[src/rtl/univ_shift_reg_pkg.sv]
`default_nettype none
// ============================================================================
//  Module      : usr_pkg
//  Description : Shared constants for the universal shift register. Holds the
//                3-bit operation-select encoding used by the register and by
//                anything driving its mode input.
//  Revision    : 1.0 - initial release
// ============================================================================
package usr_pkg;

    localparam int  MODE_W    = 3;

    localparam logic [MODE_W-1:0] MODE_HOLD = 3'd0;  // keep q and count
    localparam logic [MODE_W-1:0] MODE_LOAD = 3'd1;  // parallel load, count cleared
    localparam logic [MODE_W-1:0] MODE_SHL  = 3'd2;  // shift left, sin_l into LSB
    localparam logic [MODE_W-1:0] MODE_SHR  = 3'd3;  // shift right, sin_r into MSB
    localparam logic [MODE_W-1:0] MODE_ROL  = 3'd4;  // rotate left
    localparam logic [MODE_W-1:0] MODE_ROR  = 3'd5;  // rotate right
    localparam logic [MODE_W-1:0] MODE_ASR  = 3'd6;  // arithmetic shift right
    localparam logic [MODE_W-1:0] MODE_CLR  = 3'd7;  // back to RESET_VALUE, count cleared

endpackage : usr_pkg
`default_nettype wire

[src/rtl/univ_shift_reg_if.sv]
`default_nettype none
// ============================================================================
//  Module      : univ_shift_reg_if
//  Description : Control/data bundle of the universal shift register.
//                master : drives en, mode, d, sin_l, sin_r; observes outputs.
//                slave  : the register itself.
//  Ports       : en, mode[2:0], d[WIDTH], sin_l, sin_r  (master -> slave)
//                q[WIDTH], sout_l, sout_r, shift_cnt[CNT_W], drained
//                                                         (slave -> master)
//  Revision    : 1.0 - initial release
// ============================================================================
interface univ_shift_reg_if #(
    parameter int WIDTH = 8,
    parameter int CNT_W = $clog2(WIDTH + 1)
);
    import usr_pkg::*;

    logic                en;
    logic [MODE_W-1:0]   mode;
    logic [WIDTH-1:0]    d;
    logic                sin_l;
    logic                sin_r;
    logic [WIDTH-1:0]    q;
    logic                sout_l;
    logic                sout_r;
    logic [CNT_W-1:0]    shift_cnt;
    logic                drained;

    modport master (
        output en, mode, d, sin_l, sin_r,
        input  q, sout_l, sout_r, shift_cnt, drained
    );

    modport slave (
        input  en, mode, d, sin_l, sin_r,
        output q, sout_l, sout_r, shift_cnt, drained
    );

endinterface : univ_shift_reg_if
`default_nettype wire

[src/rtl/univ_shift_reg_dff_bank.sv]
`default_nettype none
// ============================================================================
//  Module      : dff_bank
//  Description : WIDTH-bit bank of D flip-flops with asynchronous active-low
//                reset to RESET_VALUE; captures d_next on every rising edge.
//  Ports       : clk, reset (active-low, async), d_next[WIDTH] -> q[WIDTH]
//  Revision    : 1.0 - initial release
// ============================================================================
module dff_bank #(
    parameter int               WIDTH       = 8,
    parameter logic [WIDTH-1:0] RESET_VALUE = '0
) (
    input  wire logic             clk,
    input  wire logic             reset,
    input  wire logic [WIDTH-1:0] d_next,
    output logic      [WIDTH-1:0] q
);

    logic [WIDTH-1:0] r_q;

    always_ff @(posedge clk or negedge reset) begin
        if (!reset) begin
            r_q <= RESET_VALUE;
        end else begin
            r_q <= d_next;
        end
    end

    assign q = r_q;

endmodule : dff_bank
`default_nettype wire

[src/rtl/univ_shift_reg.sv]
`default_nettype none
// ============================================================================
//  Module      : univ_shift_reg
//  Description : WIDTH-bit universal register: hold, parallel load, logical
//                and arithmetic shifts, rotates and clear, under a 3-bit mode
//                with clock enable. Counts shifts since the last load
//                (saturating at WIDTH) so it can serve as a P->S converter.
//  Ports       : clk, reset (active-low, async)
//                bus.slave : en, mode, d, sin_l, sin_r in;
//                            q, sout_l, sout_r, shift_cnt, drained out
//  Revision    : 1.0 - initial release
// ============================================================================
module univ_shift_reg
    import usr_pkg::*;
#(
    parameter int               WIDTH       = 8,
    parameter logic [WIDTH-1:0] RESET_VALUE = '0,
    parameter int               CNT_W       = $clog2(WIDTH + 1)
) (
    input  wire logic         clk,
    input  wire logic         reset,
    univ_shift_reg_if.slave   bus
);

    localparam logic [CNT_W-1:0] c_cnt_max = CNT_W'(WIDTH);

    logic [WIDTH-1:0] w_q;
    logic [WIDTH-1:0] w_q_next;
    logic             w_shift;
    logic             w_cnt_clr;
    logic [CNT_W-1:0] w_cnt_next;
    logic [CNT_W-1:0] r_cnt;
    logic             r_drained;

    // Next-state mux. en=0 and any unlisted encoding fall through to hold.
    always_comb begin
        w_q_next  = w_q;
        w_shift   = 1'b0;
        w_cnt_clr = 1'b0;
        if (bus.en) begin
            case (bus.mode)
                MODE_LOAD: begin
                    w_q_next  = bus.d;
                    w_cnt_clr = 1'b1;
                end
                MODE_SHL: begin
                    w_q_next = {w_q[WIDTH-2:0], bus.sin_l};
                    w_shift  = 1'b1;
                end
                MODE_SHR: begin
                    w_q_next = {bus.sin_r, w_q[WIDTH-1:1]};
                    w_shift  = 1'b1;
                end
                MODE_ROL: begin
                    w_q_next = {w_q[WIDTH-2:0], w_q[WIDTH-1]};
                    w_shift  = 1'b1;
                end
                MODE_ROR: begin
                    w_q_next = {w_q[0], w_q[WIDTH-1:1]};
                    w_shift  = 1'b1;
                end
                MODE_ASR: begin
                    w_q_next = {w_q[WIDTH-1], w_q[WIDTH-1:1]};
                    w_shift  = 1'b1;
                end
                MODE_CLR: begin
                    w_q_next  = RESET_VALUE;
                    w_cnt_clr = 1'b1;
                end
                default: ;
            endcase
        end
    end

    // Shift counter saturates at WIDTH; the data path keeps shifting past it.
    always_comb begin
        w_cnt_next = r_cnt;
        if (w_cnt_clr) begin
            w_cnt_next = '0;
        end else if (w_shift && (r_cnt != c_cnt_max)) begin
            w_cnt_next = r_cnt + 1'b1;
        end
    end

    dff_bank #(
        .WIDTH       (WIDTH),
        .RESET_VALUE (RESET_VALUE)
    ) u_q_bank (
        .clk    (clk),
        .reset  (reset),
        .d_next (w_q_next),
        .q      (w_q)
    );

    // drained is registered from the next count so it rises on the same
    // edge that brings shift_cnt to WIDTH.
    always_ff @(posedge clk or negedge reset) begin
        if (!reset) begin
            r_cnt     <= '0;
            r_drained <= 1'b0;
        end else begin
            r_cnt     <= w_cnt_next;
            r_drained <= (w_cnt_next == c_cnt_max);
        end
    end

    assign bus.q         = w_q;
    assign bus.sout_l    = w_q[WIDTH-1];
    assign bus.sout_r    = w_q[0];
    assign bus.shift_cnt = r_cnt;
    assign bus.drained   = r_drained;

endmodule : univ_shift_reg
`default_nettype wire

[src/flat_wrapper.sv]
// flat-port wrapper written by rule: the top's interface ports become plain ports
module univ_shift_reg_flat import usr_pkg::*;
#(
    parameter int               WIDTH       = 8,
    parameter logic [WIDTH-1:0] RESET_VALUE = '0,
    parameter int               CNT_W       = $clog2(WIDTH + 1)
)
  (clk, reset, bus_en, bus_mode, bus_d, bus_sin_l, bus_sin_r, bus_q, bus_sout_l, bus_sout_r, bus_shift_cnt, bus_drained);
  univ_shift_reg_if #(.WIDTH(WIDTH), .CNT_W(CNT_W)) bus_i ();
  input  wire logic clk;
  input  wire logic reset;
  input wire logic [$bits(bus_i.en)-1:0] bus_en;
  input wire logic [$bits(bus_i.mode)-1:0] bus_mode;
  input wire logic [$bits(bus_i.d)-1:0] bus_d;
  input wire logic [$bits(bus_i.sin_l)-1:0] bus_sin_l;
  input wire logic [$bits(bus_i.sin_r)-1:0] bus_sin_r;
  output wire logic [$bits(bus_i.q)-1:0] bus_q;
  output wire logic [$bits(bus_i.sout_l)-1:0] bus_sout_l;
  output wire logic [$bits(bus_i.sout_r)-1:0] bus_sout_r;
  output wire logic [$bits(bus_i.shift_cnt)-1:0] bus_shift_cnt;
  output wire logic [$bits(bus_i.drained)-1:0] bus_drained;
  assign bus_i.en = bus_en;
  assign bus_i.mode = bus_mode;
  assign bus_i.d = bus_d;
  assign bus_i.sin_l = bus_sin_l;
  assign bus_i.sin_r = bus_sin_r;
  assign bus_q = bus_i.q;
  assign bus_sout_l = bus_i.sout_l;
  assign bus_sout_r = bus_i.sout_r;
  assign bus_shift_cnt = bus_i.shift_cnt;
  assign bus_drained = bus_i.drained;
  univ_shift_reg #(.WIDTH(WIDTH), .RESET_VALUE(RESET_VALUE), .CNT_W(CNT_W)) u_core (.clk(clk), .reset(reset), .bus(bus_i));
endmodule
[config.mk]
export PLATFORM = sky130hd
export DESIGN_NAME = univ_shift_reg_flat
export DESIGN_NICKNAME = d
export VERILOG_FILES = /design/src/rtl/univ_shift_reg_pkg.sv /design/src/rtl/univ_shift_reg_if.sv /design/src/rtl/univ_shift_reg_dff_bank.sv /design/src/rtl/univ_shift_reg.sv /design/src/flat_wrapper.sv
export SDC_FILE = /design/constraint.sdc
export NUM_CORES = 1
export LEC_CHECK = 0
export BUFFER_PORTS_ARGS = -buffer_cell sky130_fd_sc_hd__buf_4
export CAP_MARGIN = 20
export CORE_ASPECT_RATIO = 1.2
export CORE_UTILIZATION = 45
export CTS_BUF_LIST = sky130_fd_sc_hd__clkbuf_2 sky130_fd_sc_hd__clkbuf_4 sky130_fd_sc_hd__clkbuf_8
export DETAILED_ROUTE_END_ITERATION = 8
export HOLD_SLACK_MARGIN = 0.06
export PLACE_DENSITY = 0.7
export SLEW_MARGIN = 20
export SYNTH_ARGS = -nofsm -noshare
export SYNTH_HDL_FRONTEND = slang
export SYNTH_SLANG_ARGS = --single-unit
[constraint.sdc]
create_clock -name clk -period 2.6 [get_ports clk]
set_clock_uncertainty 0.15 [all_clocks]
set_input_delay 0.26 -clock clk [delete_from_list [all_inputs] [get_ports clk]]
set_output_delay 0.26 -clock clk [all_outputs]
set_load 0.02 [all_outputs]
# ---- Word-level counts from Yosys, hierarchy flattened
# Index checks and enable logic that the tools add are counted.
dict set report classes {
  eq_ne 9
  n_mux 7
  n_reduce_logical 7
  n_addsub 1
  bitwise_logic 1
}
# op count
set op_table {}
lappend op_table {{$pmux 8 s7} 1}
lappend op_table {{$eq 3x3->1 const B} 4}
lappend op_table {{$mux 4} 2}
lappend op_table {{$reduce_bool 7->1} 1}
lappend op_table {{$eq 3x2->1 const B} 2}
lappend op_table {{$reduce_bool 6->1} 1}
lappend op_table {{$reduce_or 5->1} 1}
lappend op_table {{$add 4x1->4 const B} 1}
lappend op_table {{$eq 4x4->1 const B} 1}
lappend op_table {{$mux 1} 4}
lappend op_table {{$ne 4x4->1 const B} 1}
lappend op_table {{$eq 3x1->1 const B} 1}
lappend op_table {{$reduce_and 3->1} 1}
lappend op_table {{$reduce_and 2->1} 1}
lappend op_table {{$reduce_or 2->1} 1}
lappend op_table {{$logic_and 1x1->1} 1}
lappend op_table {{$not 1->1} 1}
dict set report word_totals {
  wordCells 29
  inputBits 16
  reg_bits 13
  output_inout_bits 15
}

# ---- Depth between registers and ports, before layout
# Gate-level depths: netlist of the first run.
dict set report depth {
  word_depth 8
  ltp_mapped 6
  ltp_nobuf 6
}

# ---- Modules after synthesis
# From an unflattened synthesis of the first run, not the netlist that was laid out.
dict set report unflattened {
  cells_unflattened 99
  hier_area_um2 947.2
}
# mod seq_area_each_um2 area_per_inst_um2 cells_each n_inst
set modules_own_cells {}
lappend modules_own_cells {univ_shift_reg 125.1 747.0 91 1}
lappend modules_own_cells {dff_bank 200.2 200.2 8 1}

# ---- Worst setup path after synthesis of the first run
# OpenSTA, ideal clock, no wires.
dict set report synth_timing {
  path_type {reg-to-reg}
  start {reg u_core.r_cnt[0] (netlist: u_core.bus.shift_cnt[0])}
  end {reg u_core.r_drained (netlist: u_core.bus.drained)}
  setup_time_ns 0.125
  n_path_buf 0
  arrival_time_ns 1.330
  path_stages_with_launch 7
  period_less_slack_ns 1.605
  required_time_ns 2.325
  setup_slack_ns 0.995
  path_cell_list {dfrtp_1 -> inv_1 -> ha_1 -> nand2_1 -> o211a_1 -> mux2i_1 -> nor4_2}
}
dict set report synth_between {
  elab_chain_cells 5
  word_cells_on_any_way 6
  classes_between {add/sub (1); eq/ne (2); mux (2); reduce/logical (1)}
}
# item line
set synth_rtl {}
lappend synth_rtl {{start, declared} univ_shift_reg.sv:32} ;# logic [CNT_W-1:0] r_cnt;
lappend synth_rtl {{start signal, assigned} univ_shift_reg.sv:102} ;# r_cnt <= w_cnt_next;
lappend synth_rtl {{parallel branches: the longest is 2 deep, another holds $add 4x1->4} n/a}
lappend synth_rtl {{$mux 4 *} univ_shift_reg.sv:80} ;# end else if (w_shift && (r_cnt != c_cnt_max)) begin
lappend synth_rtl {{$mux 4 *} univ_shift_reg.sv:78} ;# if (w_cnt_clr) begin
lappend synth_rtl {{$eq 4x4->1 *} univ_shift_reg.sv:103} ;# r_drained <= (w_cnt_next == c_cnt_max);
lappend synth_rtl {{end signal, assigned} univ_shift_reg.sv:103}
lappend synth_rtl {{end, declared} univ_shift_reg.sv:33} ;# logic r_drained;
# Mark *: on every way between the ends.
# A chain may end at the register's enable or synchronous reset.

# ---- Worst setup path after layout of the first run
# Ends and elaborated chain as after synthesis.

==> results.cfg, run 1 <==
[timing]
fmax_mhz = 622
tns_ns = 0
setup_viol = 0
period_needed_ns = 1.61
finalHoldViolCount = 0
timing.hold.ws_ns = 0.151
drv_slew = 0
relSlewSlack_pct = 64.8
rsz0062_at_grt = no
fin_crit_sh_pct = 61.9
tightest_slew_ns = 0.525

[routing]
wl_per_cell_um = 14.2
via_per_inst = 5.66
drtIter0Drc = 21
drt_wl_total_um = 2050
num_vias = 821
first_pass_iters = 4
drc = 0
ant_nets = 0

[grt]
gr-usage-met1_pct = 28.9
grt.met2_usage_pct = 33.3
antenna_found_initial = 0
grt_max_degree = 16
grt_pass1_wl_um = 3530
met3_usage_pct = 2.83
gr-total-overflow = 0
grt_pass1_vias = 783
busiest_layer = met2
grt_usage_pct = 20.7

[worst_setup_path]
r2r_cells = 6
r2r_start = u_core.bus.shift_cnt[0]
end_kind = flip-flop
r2r-end = u_core.bus.drained
crit_type = reg -> reg
crit_path_max_fanout = 6
worstSetupStartpointType = flip-flop
cp_data_arrival_time_ns = 1.61
reg2reg_slack_ns = 0.99
required_ns = 2.61

[floorplanning]
fp.dieArea_sq_um = 2180
initial_core_util_pct = 48.5
die_height_um = 50.9
die_w_um = 42.8
core-area_sq_um = 1850
row_count = 17
ios = 31

[hold_path]
worstHoldStart = bus_d[6]
min-delay-path-class = in -> reg
holdPathStages = 3
hold_end = u_core.u_q_bank.q[6]

[logic_synthesis]
ys.warnings.count = 0
synthTopCellsByCount = nor2_1 (19), dfrtp_1 (13), a21oi_1 (8), mux2i_1 (8)
synth_edf_count = 0
avgSynthCellArea_sq_um = 9.17
yosysMostFrequentCell = nor2_1
async_reset_ff_share_pct = 100
ys_seq_elements = 13
synth_area_sq_um = 898
synth_nets = 116
synth_cell_type_count = 33
synth_sequential_area_ratio_pct = 36.2
ys.flop_type = dfrtp_1
yosys.area.top_type = dfrtp_1
yosysTopAreaCellShare_pct = 36.2
synthTopCellsByArea = dfrtp_1 (36%), mux2i_1 (8.9%), nor2_1 (7.9%)
syn_inst = 98

[power_and_ir_drop]
ir_drop_v = 0.000421
p_int_mw = 0.511
p_seq_share_pct = 37.5
p_switching_mw = 0.355
p_comb_share_pct = 46.9
swShare_pct = 41.0
clkPwrFrac_pct = 15.5
power_density_nw_per_um2 = 762
leakage_nw = 0.544

[cts]
cts_buffer_depth = 2
cts_inserted_buffers = 3
clock_sinks = 13
clk_latency_ns = 0.27
cts_tree = done
postCtsSetupBuffers = 0
cts_max_level = 1
cts_root_buffer = clkbuf_4
clk_pin_slew_worst_paths_ns = 0.08

[finish]
multiInputGateArea_sq_um = 500
area_growth_syn_to_layout_pct = 26.6
drive_gt1_share_pct = 32.5
regArea_sq_um = 325
utilization_pct = 61.5
insertedDiodeCount = 0
nFillCells = 172
fin_cells = 145
design_area_sq_um = 1140
final_nets = 145

[status]
status = complete, no violations

[placed_design]
dp_cells = 140
portBuffers = 30
dpl.hpwl_um = 1510
place.gp.congestion = 0.810
post_dp_cell_area_sq_um = 1100

[flow_run]
maxCapViolCount = 0
-- flip-flops by register name (all words and copies together) (netlist names) --
signal	count
u_core.bus.drained	1
u_core.u_q_bank.q	8
u_core.bus.shift_cnt	4
-- metal layers --
metal | wire (um) | vias to the layer above | part of all wire [%]
li1 | - | 404 | -
met1 | 987 | 388 | 48
met2 | 950 | 25 | 46
met3 | 89 | 4 | 4.3
met4 | 25 | 0 | 1.2
met5 | 0 | - | 0
-- area by class of cell --
class                           count  share of cell area [%]
Sequential cell                    13                    28.6
Timing Repair Buffer               31                    20.7
Multi-Input combinational cell     72                    44.0
Clock buffer                        4                    2.64
Inverter                            6                    1.98
Tap cell                           19                    2.09
-- critical path, cell delays in order (launching register included) --
cell and delay, ns:
dfrtp_1 0.46, inv_1 0.09, ha_1 0.22, nand2_1 0.07, o211a_1 0.22, mux2i_1 0.24, nor4_2 0.06
-- power by group through the flow --
stage                     clock (mW)  sequential, mW  combinational (mW)
after floorplan                    0           0.376               0.209
after global placement             0           0.326               0.396
after detailed placement           0           0.327               0.406
after CTS                      0.138           0.323               0.409
after global routing           0.142           0.335               0.445
final                          0.135           0.325               0.407
-- worst max-delay path by stage --
stage / from / endpoint
detailed placement: u_core.bus.shift_cnt[0] / u_core.bus.drained
global route: u_core.bus.shift_cnt[0] / u_core.bus.drained
floorplan: u_core.bus.shift_cnt[0] / u_core.bus.drained
CTS: u_core.bus.shift_cnt[0] / u_core.bus.drained
global placement: u_core.bus.shift_cnt[0] / u_core.bus.drained
finish: u_core.bus.shift_cnt[0] / u_core.bus.drained
-- cells by family (layout without fill, tap and decap cells) --
| group | count (synthesis) | after routing | synth area share [%] |
|---|---|---|---|
| buffers and inverters | 13 | 41 | 8.08 |
| AO/OA/AOI/OAI | 26 | 26 | 20.2 |
| AND/OR/NAND/NOR | 31 | 31 | 16.6 |
| XOR/XNOR | 4 | 4 | 5.99 |
| multiplexers | 9 | 9 | 10.2 |
| adder cells (fa/ha/maj) | 2 | 2 | 2.79 |
| flip-flops | 13 | 13 | 36.2 |
-- metrics by stage --
step	power (mW)	worst slack, ns
finish	0.867	0.991
global route	0.922	0.884
CTS	0.870	1.00
detailed placement	0.733	1.03
global placement	0.722	1.03
floorplan	0.585	0.995
-- layout by cell type, fill, tap and decap left out, drive strengths merged, types with 3 or more instances in the layout --
| master | synthesis | routed |
|---|---|---|
| dfrtp | 13 | 13 |
| mux2i | 8 | 8 |
| o21ai | 3 | 3 |
| a221oi | 6 | 6 |
| inv | 6 | 6 |
| clkbuf | 1 | 4 |
| xnor2 | 3 | 3 |
| nor2 | 19 | 19 |
| a21oi | 9 | 9 |
| buf | 6 | 30 |
-- timing repair --
action                                 4_1_cts  5_1_grt
hold buffers                                 1        0
resized for setup                            0        0
endpoints found under the hold margin       13        0
Power figures use the tool's default switching activity.
==> inputs of run 2 (changes only) <==
- PLACE_DENSITY: 0.7 -> 0.73
- clock period: 2.6 -> 1.4 ns (I/O delays scaled with it)
==> results.cfg, run 2 (synthesis gave the netlist of run 1 again) <==
[status]
status = complete, but fails checks
violations = setup timing

[worst_setup_path]
r2r_start = u_core.bus.shift_cnt[0]
cp_slowest_cell = dfrtp_2
critPathBufInv = 1
cp_cell_sequence = inv_2, ha_4, nand2_2, o211a_4, mux2i_1, nor4_2
cp_data_arrival_time_ns = 1.53
end_kind = flip-flop
reg2reg_slack_ns = -0.1
critPathTopFamily = flip-flops
crit_path_max_fanout = 4
r2r_cells = 6
required_ns = 1.43
max_stage_delay_ns = 0.44
crit_type = reg -> reg
worstSetupStartpointType = flip-flop
r2r-end = u_core.bus.drained

[finish]
multiInputGateArea_sq_um = 531
insertedDiodeCount = 0
design_area_sq_um = 1300
final_common_cell = buf_4
regArea_sq_um = 328
utilization_pct = 70.4
drive_gt1_share_pct = 40.0
final_cell_mix = buf_4 (36), nor2_1 (19), dfrtp_1 (11)
area_growth_syn_to_layout_pct = 45.0
largest_register_ffs = 8
fin_cells = 159
final_nets = 159
nFillCells = 153

[power_and_ir_drop]
total_power_mw = 1.77
p_seq_share_pct = 33.7
power_density_nw_per_um2 = 1360
ir_drop_v = 0.000959
p_comb_share_pct = 52.8
clkPwrFrac_pct = 13.5
p_int_mw = 1.05
swShare_pct = 40.6
leakage_nw = 0.610
p_switching_mw = 0.720

[timing]
tns_ns = -0.130
rsz0062_at_grt = yes
setup_ws_ns = -0.0977
setup_viol = 3
fmax_mhz = 668
tightest_slew_ns = 0.500
timing.hold.ws_ns = 0.0899
finalHoldViolCount = 0
period_needed_ns = 1.50
drv_slew = 0
fin_crit_sh_pct = 107
relSlewSlack_pct = 66.5

[placed_design]
dpl.hpwl_um = 1490
post-place-ws_ns = -0.0723
post_dp_cell_area_sq_um = 1170
dp_cells = 146
portBuffers = 30
place.gp.congestion = 0.840

[grt]
gr-total-overflow = 0
antenna_found_initial = 0
grt_max_degree = 16
grt_usage_pct = 20.6
grt_pass1_vias = 777
grt_pass1_wl_um = 3420

[routing]
drt_wl_total_um = 2120
drtIter0Drc = 14
first_pass_iters = 4
via_per_inst = 5.47
drc = 0
wl_per_cell_um = 13.3
num_vias = 870
ant_nets = 0

[cts]
clock_sinks = 13
cts_buffer_depth = 2
cts_max_level = 1
cts_inserted_buffers = 3
cts_tree = done
clk_pin_slew_worst_paths_ns = 0.09
clk_latency_ns = 0.27
cts_root_buffer = clkbuf_4

[floorplanning]
fp.dieArea_sq_um = 2180
initial_core_util_pct = 48.5
core-area_sq_um = 1850
row_count = 17
die_height_um = 50.9
ios = 31
die_w_um = 42.8

[hold_path]
min-delay-path-class = in -> async

[flow_run]
maxCapViolCount = 0
[run 2: power groups by stage]
stage,Combinational (mW),Clock (mW),Sequential (mW)
after detailed placement,0.856,0,0.600
after global routing,1.02,0.265,0.621
after CTS,0.879,0.243,0.593
after floorplan,0.420,0,0.710
after global placement,0.845,0,0.597
final,0.935,0.239,0.598
[run 2: cell type report]
class,instances,share of cell area (%)
well taps,19,1.83
flip-flops and latches,13,25.2
multi-input cells,72,40.7
clock inverters,1,0.384
clock buffers,3,1.73
repair buffers,45,28.4
inverters,6,1.73
[run 2: repair_timing]
item / 4_1_cts / 5_1_grt
setup endpoints to repair: 3 / 3
resized for setup: 0 / 3
hold buffers: 8 / 0
pin swaps: 1 / 3
buffers inserted: 0 / 1
endpoints found under the hold margin: 20 / 0
gates cloned: 0 / 0
[run 2: worst max-delay path by stage]
| stage | from | endpoint | slack (ns) | cells past startpoint |
|---|---|---|---|---|
| 2_1_floorplan | u_core.bus.shift_cnt[0] | u_core.bus.drained | -0.07 | 6 |
| 3_3_place_gp | u_core.bus.shift_cnt[0] | u_core.bus.shift_cnt[0] | -0.02 | 6 |
| 3_5_place_dp | u_core.bus.shift_cnt[0] | u_core.bus.drained | -0.07 | 6 |
| 4_1_cts | u_core.bus.shift_cnt[0] | u_core.bus.drained | -0.10 | 6 |
| 5_1_grt | u_core.bus.shift_cnt[0] | u_core.bus.drained | -0.18 | 6 |
| 6_report | u_core.bus.shift_cnt[0] | u_core.bus.drained | -0.1 | 6 |
[run 2: worst register-to-register path, cell delays in order (launching register included)]
cell     delay, ns
dfrtp_2       0.44
inv_2         0.09
ha_4          0.13
nand2_2       0.05
o211a_4       0.26
mux2i_1       0.13
nor4_2        0.16
[run 2: layer usage]
layer | wire, um | track usage (%)
met1 | 1040 | 29.9
met2 | 977 | 32.1
met3 | 90 | 2.47
met4 | 18 | 6.25
met5 | 0 | 0
